[src/rtl/clk_div_ctrl_if.sv]
`default_nettype none
// ============================================================================
// Module      : clk_div_ctrl_if
// Description : Wishbone slave bus bundle for the clock-divider controller.
//               master modport = bus initiator, slave modport = clk_div_ctrl.
//               Signals: WBs_ADR[16:0], WBs_CYC, WBs_STB, WBs_WE,
//               WBs_BYTE_STB[3:0], WBs_WR_DAT[31:0] (initiator -> slave);
//               WBs_RD_DAT[31:0], WBs_ACK (slave -> initiator).
// Revision    : 1.0 - initial release
// ============================================================================
interface clk_div_ctrl_if;
    logic [16:0] WBs_ADR;
    logic        WBs_CYC;
    logic        WBs_STB;
    logic        WBs_WE;
    logic [3:0]  WBs_BYTE_STB;
    logic [31:0] WBs_WR_DAT;
    logic [31:0] WBs_RD_DAT;
    logic        WBs_ACK;

    modport master (
        output WBs_ADR, WBs_CYC, WBs_STB, WBs_WE, WBs_BYTE_STB, WBs_WR_DAT,
        input  WBs_RD_DAT, WBs_ACK
    );

    modport slave (
        input  WBs_ADR, WBs_CYC, WBs_STB, WBs_WE, WBs_BYTE_STB, WBs_WR_DAT,
        output WBs_RD_DAT, WBs_ACK
    );
endinterface
`default_nettype wire

[src/rtl/clk_div_ctrl.sv]
`default_nettype none
// ============================================================================
// Module      : clk_div_ctrl
// Description : Wishbone-programmable bank of NUM_CH independent clock
//               dividers producing registered 50%-duty square waves.
// Ports       : WB_CLK      - sole clock, all state on its rising edge
//               WB_RST_n    - asynchronous active-low reset
//               wb          - Wishbone slave bus (clk_div_ctrl_if.slave)
//               clk_div_o   - divided clock outputs, one per channel
//               running_o   - per-channel "not IDLE" flag
// Registers   : word 0 CTRL (EN[3:0]), words 1..4 DIV0..DIV3 ([15:0]),
//               word 5 STATUS (RO, running_o), words 6..7 read as zero.
// Revision    : 1.0 - initial release
// ============================================================================
module clk_div_ctrl #(
    parameter int NUM_CH = 4,
    parameter int DIV_W  = 16
) (
    input  wire logic          WB_CLK,
    input  wire logic          WB_RST_n,
    clk_div_ctrl_if.slave      wb,
    output logic [NUM_CH-1:0]  clk_div_o,
    output logic [NUM_CH-1:0]  running_o
);

    localparam logic [2:0] c_IDX_CTRL   = 3'd0;
    localparam logic [2:0] c_IDX_STATUS = 3'd5;

    typedef enum logic [1:0] {
        S_IDLE = 2'd0,
        S_RUN  = 2'd1,
        S_STOP = 2'd2
    } state_t;

    // ------------------------------------------------------------------
    // Bus slave
    // ------------------------------------------------------------------
    logic              ack_q;
    logic [31:0]       rd_dat_q;
    logic [NUM_CH-1:0] ctrl_q, ctrl_d;
    logic [DIV_W-1:0]  div_q [NUM_CH];
    logic [DIV_W-1:0]  div_d [NUM_CH];
    logic [2:0]        w_idx;
    logic              w_start;
    logic [31:0]       w_rd_word;

    // Only ADR[4:2] is decoded; the upper data lane and upper byte
    // enables have no register behind them.
    wire unused_bits = &{1'b0, wb.WBs_ADR[16:5], wb.WBs_ADR[1:0],
                         wb.WBs_BYTE_STB[3:2], wb.WBs_WR_DAT[31:DIV_W]};

    assign w_idx   = wb.WBs_ADR[4:2];
    // Gating with ack_q makes a held strobe produce an ack every other cycle.
    assign w_start = wb.WBs_CYC & wb.WBs_STB & ~ack_q;

    assign wb.WBs_ACK    = ack_q;
    assign wb.WBs_RD_DAT = rd_dat_q;

    always_comb begin
        w_rd_word = '0;
        if (w_idx == c_IDX_CTRL)
            w_rd_word[NUM_CH-1:0] = ctrl_q;
        if (w_idx == c_IDX_STATUS)
            w_rd_word[NUM_CH-1:0] = running_o;
        for (int n = 0; n < NUM_CH; n++) begin
            if (w_idx == 3'(n + 1))
                w_rd_word[DIV_W-1:0] = div_q[n];
        end
    end

    always_comb begin
        ctrl_d = ctrl_q;
        for (int n = 0; n < NUM_CH; n++)
            div_d[n] = div_q[n];
        if (w_start && wb.WBs_WE) begin
            if (w_idx == c_IDX_CTRL && wb.WBs_BYTE_STB[0])
                ctrl_d = wb.WBs_WR_DAT[NUM_CH-1:0];
            for (int n = 0; n < NUM_CH; n++) begin
                if (w_idx == 3'(n + 1)) begin
                    for (int k = 0; k < DIV_W / 8; k++) begin
                        if (wb.WBs_BYTE_STB[k])
                            div_d[n][8*k +: 8] = wb.WBs_WR_DAT[8*k +: 8];
                    end
                end
            end
        end
    end

    always_ff @(posedge WB_CLK or negedge WB_RST_n) begin
        if (!WB_RST_n) begin
            ack_q    <= 1'b0;
            rd_dat_q <= '0;
            ctrl_q   <= '0;
            for (int n = 0; n < NUM_CH; n++)
                div_q[n] <= '0;
        end else begin
            ack_q    <= w_start;
            // Read data is held only alongside the ack, zero otherwise.
            rd_dat_q <= (w_start && !wb.WBs_WE) ? w_rd_word : 32'h0;
            ctrl_q   <= ctrl_d;
            for (int n = 0; n < NUM_CH; n++)
                div_q[n] <= div_d[n];
        end
    end

    // ------------------------------------------------------------------
    // Divider channels
    // ------------------------------------------------------------------
    for (genvar g = 0; g < NUM_CH; g++) begin : g_ch
        state_t           state_q, state_d;
        logic [DIV_W-1:0] cnt_q, cnt_d;
        logic [DIV_W-1:0] act_q, act_d;
        logic             out_q, out_d;
        logic             w_tc;

        assign w_tc = (cnt_q == act_q);

        always_comb begin
            state_d = state_q;
            cnt_d   = cnt_q;
            act_d   = act_q;
            out_d   = out_q;
            case (state_q)
                S_IDLE: begin
                    cnt_d = '0;
                    out_d = 1'b0;
                    if (ctrl_q[g]) begin
                        state_d = S_RUN;
                        act_d   = div_q[g];
                    end
                end
                S_RUN, S_STOP: begin
                    if (!ctrl_q[g] && !out_q) begin
                        // Disabled while low: stop at once, no pulse is cut.
                        state_d = S_IDLE;
                        cnt_d   = '0;
                    end else begin
                        // The divide value is sampled only at terminal
                        // count, so a phase already in progress is never
                        // shortened or stretched by a DIV write.
                        if (w_tc) begin
                            cnt_d = '0;
                            act_d = div_q[g];
                            out_d = ~out_q;
                        end else begin
                            cnt_d = cnt_q + 1'b1;
                        end
                        // Disabled while high: finish the high phase, then
                        // drop to IDLE together with the falling edge.
                        if (ctrl_q[g])
                            state_d = S_RUN;
                        else if (w_tc)
                            state_d = S_IDLE;
                        else
                            state_d = S_STOP;
                    end
                end
                default: begin
                    state_d = S_IDLE;
                    cnt_d   = '0;
                    out_d   = 1'b0;
                end
            endcase
        end

        always_ff @(posedge WB_CLK or negedge WB_RST_n) begin
            if (!WB_RST_n) begin
                state_q <= S_IDLE;
                cnt_q   <= '0;
                act_q   <= '0;
                out_q   <= 1'b0;
            end else begin
                state_q <= state_d;
                cnt_q   <= cnt_d;
                act_q   <= act_d;
                out_q   <= out_d;
            end
        end

        assign clk_div_o[g] = out_q;
        assign running_o[g] = (state_q != S_IDLE);
    end

endmodule
`default_nettype wire

[src/flat_wrapper.sv]
// flat-port wrapper written by rule: the top's interface ports become plain ports
module clk_div_ctrl_flat 
#(
    parameter int NUM_CH = 4,
    parameter int DIV_W  = 16
)
  (WB_CLK, WB_RST_n, clk_div_o, running_o, wb_WBs_ADR, wb_WBs_CYC, wb_WBs_STB, wb_WBs_WE, wb_WBs_BYTE_STB, wb_WBs_WR_DAT, wb_WBs_RD_DAT, wb_WBs_ACK);
  clk_div_ctrl_if wb_i ();
  input  wire logic WB_CLK;
  input  wire logic WB_RST_n;
  output logic [NUM_CH-1:0] clk_div_o;
  output logic [NUM_CH-1:0] running_o;
  input wire logic [$bits(wb_i.WBs_ADR)-1:0] wb_WBs_ADR;
  input wire logic [$bits(wb_i.WBs_CYC)-1:0] wb_WBs_CYC;
  input wire logic [$bits(wb_i.WBs_STB)-1:0] wb_WBs_STB;
  input wire logic [$bits(wb_i.WBs_WE)-1:0] wb_WBs_WE;
  input wire logic [$bits(wb_i.WBs_BYTE_STB)-1:0] wb_WBs_BYTE_STB;
  input wire logic [$bits(wb_i.WBs_WR_DAT)-1:0] wb_WBs_WR_DAT;
  output wire logic [$bits(wb_i.WBs_RD_DAT)-1:0] wb_WBs_RD_DAT;
  output wire logic [$bits(wb_i.WBs_ACK)-1:0] wb_WBs_ACK;
  assign wb_i.WBs_ADR = wb_WBs_ADR;
  assign wb_i.WBs_CYC = wb_WBs_CYC;
  assign wb_i.WBs_STB = wb_WBs_STB;
  assign wb_i.WBs_WE = wb_WBs_WE;
  assign wb_i.WBs_BYTE_STB = wb_WBs_BYTE_STB;
  assign wb_i.WBs_WR_DAT = wb_WBs_WR_DAT;
  assign wb_WBs_RD_DAT = wb_i.WBs_RD_DAT;
  assign wb_WBs_ACK = wb_i.WBs_ACK;
  clk_div_ctrl #(.NUM_CH(NUM_CH), .DIV_W(DIV_W)) u_core (.WB_CLK(WB_CLK), .WB_RST_n(WB_RST_n), .wb(wb_i), .clk_div_o(clk_div_o), .running_o(running_o));
endmodule
[config.mk]
export PLATFORM = sky130hd
export DESIGN_NAME = clk_div_ctrl_flat
export DESIGN_NICKNAME = d
export VERILOG_FILES = /design/src/rtl/clk_div_ctrl_if.sv /design/src/rtl/clk_div_ctrl.sv /design/src/flat_wrapper.sv
export SDC_FILE = /design/constraint.sdc
export NUM_CORES = 1
export LEC_CHECK = 0
export ABC_AREA = 0
export CORE_ASPECT_RATIO = 1.25
export CORE_MARGIN = 1
export CORE_UTILIZATION = 46
export DETAILED_ROUTE_END_ITERATION = 8
export PLACE_DENSITY = 0.66
export SYNTH_ARGS = -nofsm -noshare
export SYNTH_HDL_FRONTEND = slang
export SYNTH_SLANG_ARGS = --single-unit
[constraint.sdc]
create_clock -name WB_CLK -period 2.1 [get_ports WB_CLK]
set_input_delay 0.63 -clock WB_CLK [delete_from_list [all_inputs] [get_ports WB_CLK]]
set_output_delay 0.63 -clock WB_CLK [all_outputs]
set_load 0.1 [all_outputs]
# Word-level counts from Yosys, hierarchy flattened
# Cells that the tools add are included.
# word_totals
ff_bits,241
in_bits,58
output_inout_bits,41
wordCells,184
# op_classes
addsub,4
n_eq_ne,29
muxes,67
n_bitwise,7
n_reduce_logical,50
# op_table
operator,n
$mux W16,29
$pmux W16 S2,4
$add A16 B1 Y16 const B,4
$eq A16 B16 Y1,4
$mux W2,16
$reduce_and A3 Y1,8
$ne A2 B1 Y1 const B,8
$pmux W2 S2,4
$reduce_and A4 Y1,4
$reduce_bool A2 Y1,8
$mux W1,12
$reduce_and A2 Y1,5
$logic_not A1 Y1,9
$eq A2 B1 Y1 const B,4
$eq A2 B2 Y1 const B,4
$logic_not A2 Y1,4
$mux W4,2
$ne A2 B2 Y1 const B,4
$reduce_or A2 Y1,4
$logic_and A1 B1 Y1,7
$eq A3 B2 Y1 const B,2
$eq A3 B3 Y1 const B,2
$not A1 Y1,5
$eq A3 B1 Y1 const B,1
2 further kinds,3

# Logic depth before layout (Yosys ltp)
# Gate-level depths: netlist (run 1).
# logic_depth
word_depth,8
mapped_depth,8
depth_no_buf,7

# Worst setup path after synthesis (run 1)
# No wires, ideal clock.
# synth_timing
path_type,register to register
start,reg u_core.g_ch[2].state_q[0]
end,reg u_core.g_ch[2].act_q[10]
setup_time_ns,0.125
t_arrival_ns,2.207
required_ns,1.975
slack_ns,-0.232
stages_incl_launch_ff,8
path_buffers,1
period_less_slack_ns,2.332
path_cell_list,dfrtp_1 inv_1 ha_1 inv_1 nor3b_1 a31oi_4 buf_6 mux2_4
# synth_via
elab_chain_cells,4
word_cells_on_any_way,10
classes_between,5 x eq/ne; 1 x mux; 4 x reduce/logical
# synth_rtl
item,line_no,rtl
"start, declared",clk_div_ctrl.sv:110,"state_t state_q, state_d;"
"start signal, assigned",clk_div_ctrl.sv:173,state_q <= state_d;
$eq A2 B1 Y1 / $eq A2 B2 Y1 (equally long branches),clk_div_ctrl.sv:123,case (state_q)
$reduce_or A2 Y1,clk_div_ctrl.sv:123,
"$ne A2 B1 Y1 (no line), or another cell as far along",-,
$reduce_and A4 Y1 (no line),-,
"end signal, assigned",clk_div_ctrl.sv:175,act_q <= act_d;
"end, declared",clk_div_ctrl.sv:112,"logic [DIV_W-1:0] act_q, act_d;"
# Parallel ways exist; a longest one is shown, timed or not.
# A chain may end at the register's enable or synchronous reset.

# Worst setup path after layout (run 1)
# layout_timing
start,reg u_core.g_ch[1].state_q[1]
end,out running_o[1]
# layout_via
elab_chain_cells,1
# layout_rtl
item,line_no,rtl
"start, declared",clk_div_ctrl.sv:110,
"start signal, assigned",clk_div_ctrl.sv:173,
$reduce_bool A2 Y1,clk_div_ctrl.sv:181,assign running_o[g] = (state_q != S_IDLE);
"end, declared",flat_wrapper.sv:12,output logic [NUM_CH-1:0] running_o;
# Every way passes these cells.

==> results of run 1 <==
sequential cells by signal, indices dropped and copies added (netlist names):
register	flops
u_core.div_q	64
u_core.g_ch.cnt_q	64
u_core.g_ch.state_q	8
u_core.g_ch.act_q	64
u_core.wb.WBs_RD_DAT	16
u_core.ctrl_q	4
u_core.g_ch.out_q	4
u_core.wb.WBs_ACK	1
worst paths after layout:
check	endpoint	slack (ns)
setup / recovery	running_o[1]	0.01
hold / removal	u_core.wb.WBs_ACK$_DFF_PN0_	0.50
setup reg to reg	u_core.g_ch[1].act_q[12]$_DFFE_PN0P_	0.13
hold reg to reg	u_core.wb.WBs_ACK$_DFF_PN0_	0.50
max in group asynchronous	u_core.wb.WBs_ACK$_DFF_PN0_	0.91
min in group asynchronous	u_core.div_q[48]$_DFFE_PN0P_	0.56
cells in the final DEF (no fill, tap or decap), types with 14 or more instances in the layout:
master / Yosys / layout
dfrtp_1: 225 / 223
nor2_1: 115 / 114
mux2_2: 108 / 108
xnor2_1: 66 / 66
buf_4: 21 / 55
xor2_1: 54 / 54
nand3_1: 41 / 41
nand2_1: 41 / 41
a21oi_1: 35 / 35
buf_12: 0 / 35
nand4_1: 31 / 31
clkbuf_16: 0 / 24
clkdlybuf4s50_1: 0 / 24
inv_1: 30 / 21
mux2_4: 20 / 20
o211ai_1: 18 / 18
nor3_1: 16 / 16
conb_1: 1 / 16
a22oi_1: 15 / 15
nor3b_1: 14 / 14
metal layers:
layer	GRT usage	up-vias	part of all wire
met5	0	-	0
met4	0.0693	0	0.026
met2	0.361	133	0.51
met1	0.285	3761	0.43
met3	0.0221	37	0.034
li1	-	3605	-
cells in the mapped netlist, drive strengths merged:
cell       n
conb       1
o22ai      4
xor2      54
inv       30
a21boi     1
nor2     115
nor4      13
a21o       2
a22oi     15
o31ai      2
a32oi      1
dfrtp    225
o211ai    18
o2bb2ai    3
ha        12
or4        2
nor3      16
nand2     41
mux2     128
o2111ai    1
a21oi     35
and3      12
mux2i      8
buf       35
clkbuf    26
or3b       1
xnor2     66
a211oi     2
nand2b     1
a31oi      2
or2        3
nor3b     14
and4       6
nand3     41
a32o       1
o21ai      4
or3        1
nand4     31
nor2b      7
and2       9
power breakdown:
group	switching, mW	internal, mW	total, mW
Clock	1.81	2.92	4.73
Combinational	2.06	1.69	3.75
Sequential	0.559	4.89	5.44
Total	4.43	9.50	13.9
repair_timing:
item,CTS,global route
hold endpoints to repair,25,0
setup endpoints to repair,5,45
resized for setup,7,5
gates cloned,0,0
setup buffers,9,6
pin swaps,4,5
hold buffers,1,0
cells by family (layout without fill, tap and decap cells):
logic type      count (synthesis)  count (layout)  share of synthesized area
flops                         225             225                      0.508
mux                           136             136                      0.144
simple gates                  313             313                      0.141
compound gates                 91              91                     0.0563
xor+xnor                      120             120                     0.0949
buf+inv                        91             190                     0.0412
fa+ha+maj                      12              12                     0.0136
other cells                     1              16                   0.000339
layout make-up:
type | instances | area (um^2)
Timing Repair Buffer | 116 | 1380
Fill cell | 1937 | 10100
Tap cell | 292 | 365
Clock inverter | 16 | 255
Sequential cell | 225 | 5630
Multi-Input combinational cell | 688 | 5120
Clock buffer | 28 | 636
Inverter | 30 | 124
per-stage QoR:
stage / cells / hold WS (ns) / utilization / instance area (um^2)
2_1_floorplan: 1004 / 0.334 / - / 11200
3_3_place_gp: 1336 / 0.482 / 0.527 / 12500
3_5_place_dp: 1336 / 0.490 / 0.527 / 12500
4_1_cts: 1389 / 0.497 / 0.569 / 13500
5_1_grt: 1395 / 0.529 / 0.571 / 13500
6_report: 1395 / 0.497 / 0.571 / 13500
critical path, stage by stage (launching register included):
cell and delay [ns]:
dfrtp_1 0.41, inv_2 0.08, ha_4 0.15, clkinvlp_4 0.11, buf_12 0.18
==> reports/qor.yml, run 1 <==
power_density_nw_per_um2: 1030
r2r-start: "u_core.g_ch[1].cnt_q[4]$_DFF_PN0_"
synth_top_area_share: 0.508
crit_start: "u_core.g_ch[1].state_q[1]$_DFFE_PN0P_"
synth_seq_cells: 225
hold_violations: 0
min_from: "u_core.wb.WBs_ACK$_DFF_PN0_"
track_usage: 0.213
syn_avg_cell_area_um2: 11.2
worst_slack_ns: 0.0107
finalPower_mw: 13.9
antenna_found_initial: 0
critPathLaunchType: "flop"
dr.pass1.iters: 4
fin_crit_sh: 0.995
ys_seq_area_frac: 0.508
rsz0062_at_grt: "true"
grt_pass1_wl_um: 41300
wire_per_inst_um: 18.0
hp-class: "reg2reg"
maxSlewHeadroom: 0.221
synth_area_um2: 11100
cts_sinks: 225
drtAntennaViolNets: 0
die_area_um2: 24700
die_y_um: 175
critPathKind: "reg2out"
crit_path_end_kind: "output pin"
die_w_um: 141
core_um2: 23600
worst_clock_skew_ns: 0.0306
yosysUniqueCellTypes: 49
numCtsBuffers: 24
cp.arrival_ns: 1.46
yosysWarnings: 0
grt_pass1_vias: 7526
cp_max_fo: 3
grt_max_degree: 58
clockBufferDepth: 3
finalSetupViolCount: 0
fin_crit_ns: 2.09
fp-row-count: 63
drc: 0
clk_latency_ns: 0.53
portBuffers: 50
pre_cts_ws_ns: -0.286
vias: 7536
htree_num_levels: 1
start_util: 0.468
vdd_ir_drop_max_mv: 0.595
yosysTopAreaCell: "dfrtp_1"
cp.required_ns: 1.47
grt_overflow: 0
ios: 99
cts_tree: "yes"
outcome: "finished, final reports clean"
drv_cap: 0
syn2layout_area_growth_pct: 22.0
p_leak_nw: 6.14
drt-vias-per-instance: 5.40
layout.nets: 1155
first_iter_violations: 446
dpl.hpwl_um: 17800
drt-total-wl_um: 25100
hold_depth: 1
synth.area.top_cells: "dfrtp_1, mux2_2, xnor2_1"
tightest_slew_ns: 1.16
setup_tns_ns: 0
final_max_slew_viol_count: 0
rr_worst_depth: 6
clk_pin_slew_ns: 0.06
max_clock_freq_mhz: 479
n_antenna_cell: 0
syn_inst: 989
place_congestion: 0.824
drive_above_1_share: 0.263
cts_root_buf: "clkbuf_16"
No activity file was read; power rests on OpenSTA's default activity.
==> run 2, diff against run 1 <==
Settings changed: REMOVE_ABC_BUFFERS set to 1.
==> run 2 against run 1 <==
- critical path depth unchanged
- clock power decreased by 12%
- highest routed layer unchanged
- global-route usage increased by 0.13 points
- via count decreased by 0.33%
- critical path type unchanged
==> reports/qor.yml, run 2 (synthesis gave the netlist of run 1 again) <==
cpPeakStageDelay_ns: 0.39  # was 0.41 ns
numCtsBuffers: 24  # unchanged
placed_area_um2: 12500  # about the same
wire_per_inst_um: 18.0  # about the same
track_usage: 0.214  # was 0.213
grt_pass1_vias: 7782  # was 7526
fin_crit_sh: 0.975  # was 0.995
drt-vias-per-instance: 5.40  # about the same
crit_family: "flip-flops"  # unchanged
die_y_um: 175  # unchanged
outcome: "finished, final reports clean"  # unchanged
drv_cap: 0  # unchanged
cp_slowest_cell: "dfrtp_1"  # unchanged
grt_overflow: 0  # unchanged
grt_max_degree: 48  # was 58
drc: 0  # unchanged
ios: 99  # unchanged
cts_root_buf: "clkbuf_16"  # unchanged
cp.required_ns: 1.47  # about the same
fin_crit_ns: 2.05  # was 2.09 ns
vias: 7511  # was 7536
critPathKind: "reg2out"  # unchanged
place_congestion: 0.851  # was 0.824
drtAntennaViolNets: 0  # unchanged
first_iter_violations: 451  # was 446
max_clock_freq_mhz: 488  # was 479 MHz
layout_common_cells: "dfrtp_1, nor2_1, mux2_2"  # unchanged
n_antenna_cell: 0  # unchanged
htree_num_levels: 1  # unchanged
drive_above_1_share: 0.251  # was 0.263
setup_tns_ns: 0  # unchanged
cp_max_fo: 4  # was 3
maxSlewHeadroom: 0.269  # was 0.221
cp.arrival_ns: 1.42  # was 1.46 ns
finalSetupViolCount: 0  # unchanged
syn2layout_area_growth_pct: 20.9  # was 22.0%
hold_violations: 0  # unchanged
p_leak_nw: 6.14  # about the same
clk_latency_ns: 0.52  # was 0.53 ns
power_density_nw_per_um2: 991  # was 1030 nW/um^2
cp_cell_sequence: "inv_1, ha_4, inv_2, buf_12"  # was inv_2, ha_4, clkinvlp_4, buf_12
top_regs: "u_core.div_q x64, u_core.g_ch.act_q x64, u_core.g_ch.cnt_q x64"  # unchanged
die_area_um2: 24700  # unchanged
rsz0062_at_grt: "true"  # unchanged
start_util: 0.468  # unchanged
finish.utilization: 0.566  # was 0.571
antenna_found_initial: 0  # unchanged
critical_path_buf_inv_count: 3  # unchanged
fin_area_um2: 13400  # was 13500 um^2
clockBufferDepth: 3  # unchanged
final_max_slew_viol_count: 0  # unchanged
portBuffers: 50  # unchanged
die_w_um: 141  # unchanged
layout.nets: 1153  # was 1155
drt-total-wl_um: 25000  # was 25100 um
cts_tree: "yes"  # unchanged
crit_path_end_kind: "output pin"  # unchanged
vdd_ir_drop_max_mv: 0.503  # was 0.595 mV
critPathLaunchType: "flop"  # unchanged
dpl.hpwl_um: 18300  # was 17800 um
dr.pass1.iters: 5  # was 4
worst_clock_skew_ns: 0.00957  # was 0.0306 ns
final_common_cell: "dfrtp_1"  # unchanged
fp-row-count: 63  # unchanged
cts_sinks: 225  # unchanged
grt_pass1_wl_um: 41400  # was 41300 um
hp-class: "in2async"  # was reg2reg
core_um2: 23600  # unchanged
clk_pin_slew_ns: 0.06  # about the same
tightest_slew_ns: 1.09  # was 1.16 ns
==> run 2: worst paths after layout <==
kind | from | slack, ns | depth (start not counted) | end
min in group WB_CLK | u_core.g_ch[2].cnt_q[0]$_DFF_PN0_ | 0.51 | 1 | u_core.g_ch[2].cnt_q[0]$_DFF_PN0_
setup / recovery | u_core.g_ch[0].state_q[0]$_DFFE_PN0P_ | 0.05 | 4 | running_o[0]
max in group asynchronous | WB_RST_n | 1.50 | 2 | u_core.g_ch[2].state_q[0]$_DFFE_PN0P_
hold / removal | WB_RST_n | 0.01 | 1 | u_core.g_ch[0].cnt_q[12]$_DFF_PN0_
hold reg to reg | u_core.g_ch[2].cnt_q[0]$_DFF_PN0_ | 0.51 | 1 | u_core.g_ch[2].cnt_q[0]$_DFF_PN0_
setup reg to reg | u_core.g_ch[2].cnt_q[11]$_DFF_PN0_ | 0.13 | 6 | u_core.g_ch[2].act_q[5]$_DFFE_PN0P_
==> run 2: layout make-up <==
type	count	area (um^2)
flip-flops and latches	225	5630
multi-input cells	688	5090
clock inverters	7	62.6
fillers	2013	10300
well taps	292	365
inverters	30	113
repair buffers	114	1410
clock buffers	34	709
==> run 2: repair_timing <==
item | in CTS | in global routing
cloned | 0 | 0
pin swaps | 3 | 3
setup endpoints to repair | 20 | 40
setup buffers | 5 | 5
hold buffers | 0 | 0
gates resized for setup | 8 | 6
==> run 2: report_power, final <==
part | internal, mW | total [mW] | switching (mW)
registers | 4.89 | 5.45 | 0.559
logic | 1.64 | 3.66 | 2.03
clock network | 2.46 | 4.15 | 1.70
==> run 2: stage by stage <==
step | hold slack, ns | setup slack (ns) | power [mW] | std cells
floorplan | 0.334 | -0.656 | 7.65 | 943
global placement | 0.488 | -0.309 | 8.90 | 1340
detailed placement | 0.496 | -0.334 | 8.98 | 1340
CTS | 0.0123 | -0.0147 | 13.3 | 1386
global route | 0.0236 | -0.0377 | 13.9 | 1390
finish | 0.00991 | 0.0521 | 13.3 | 1390
==> run 2: metal layers <==
metal	vias up	wire, um	GRT usage
met1	3762	10400	0.264
met3	41	884	0.0264
met2	121	13000	0.383
met4	0	731	0.0774
li1	3587	-	-
met5	-	0	0
==> run 3, diff against run 2 <==
Settings changed: CAP_MARGIN set to 10.
==> results of run 3 <==
Final layout, timing and power as in run 2 (identical DEF).
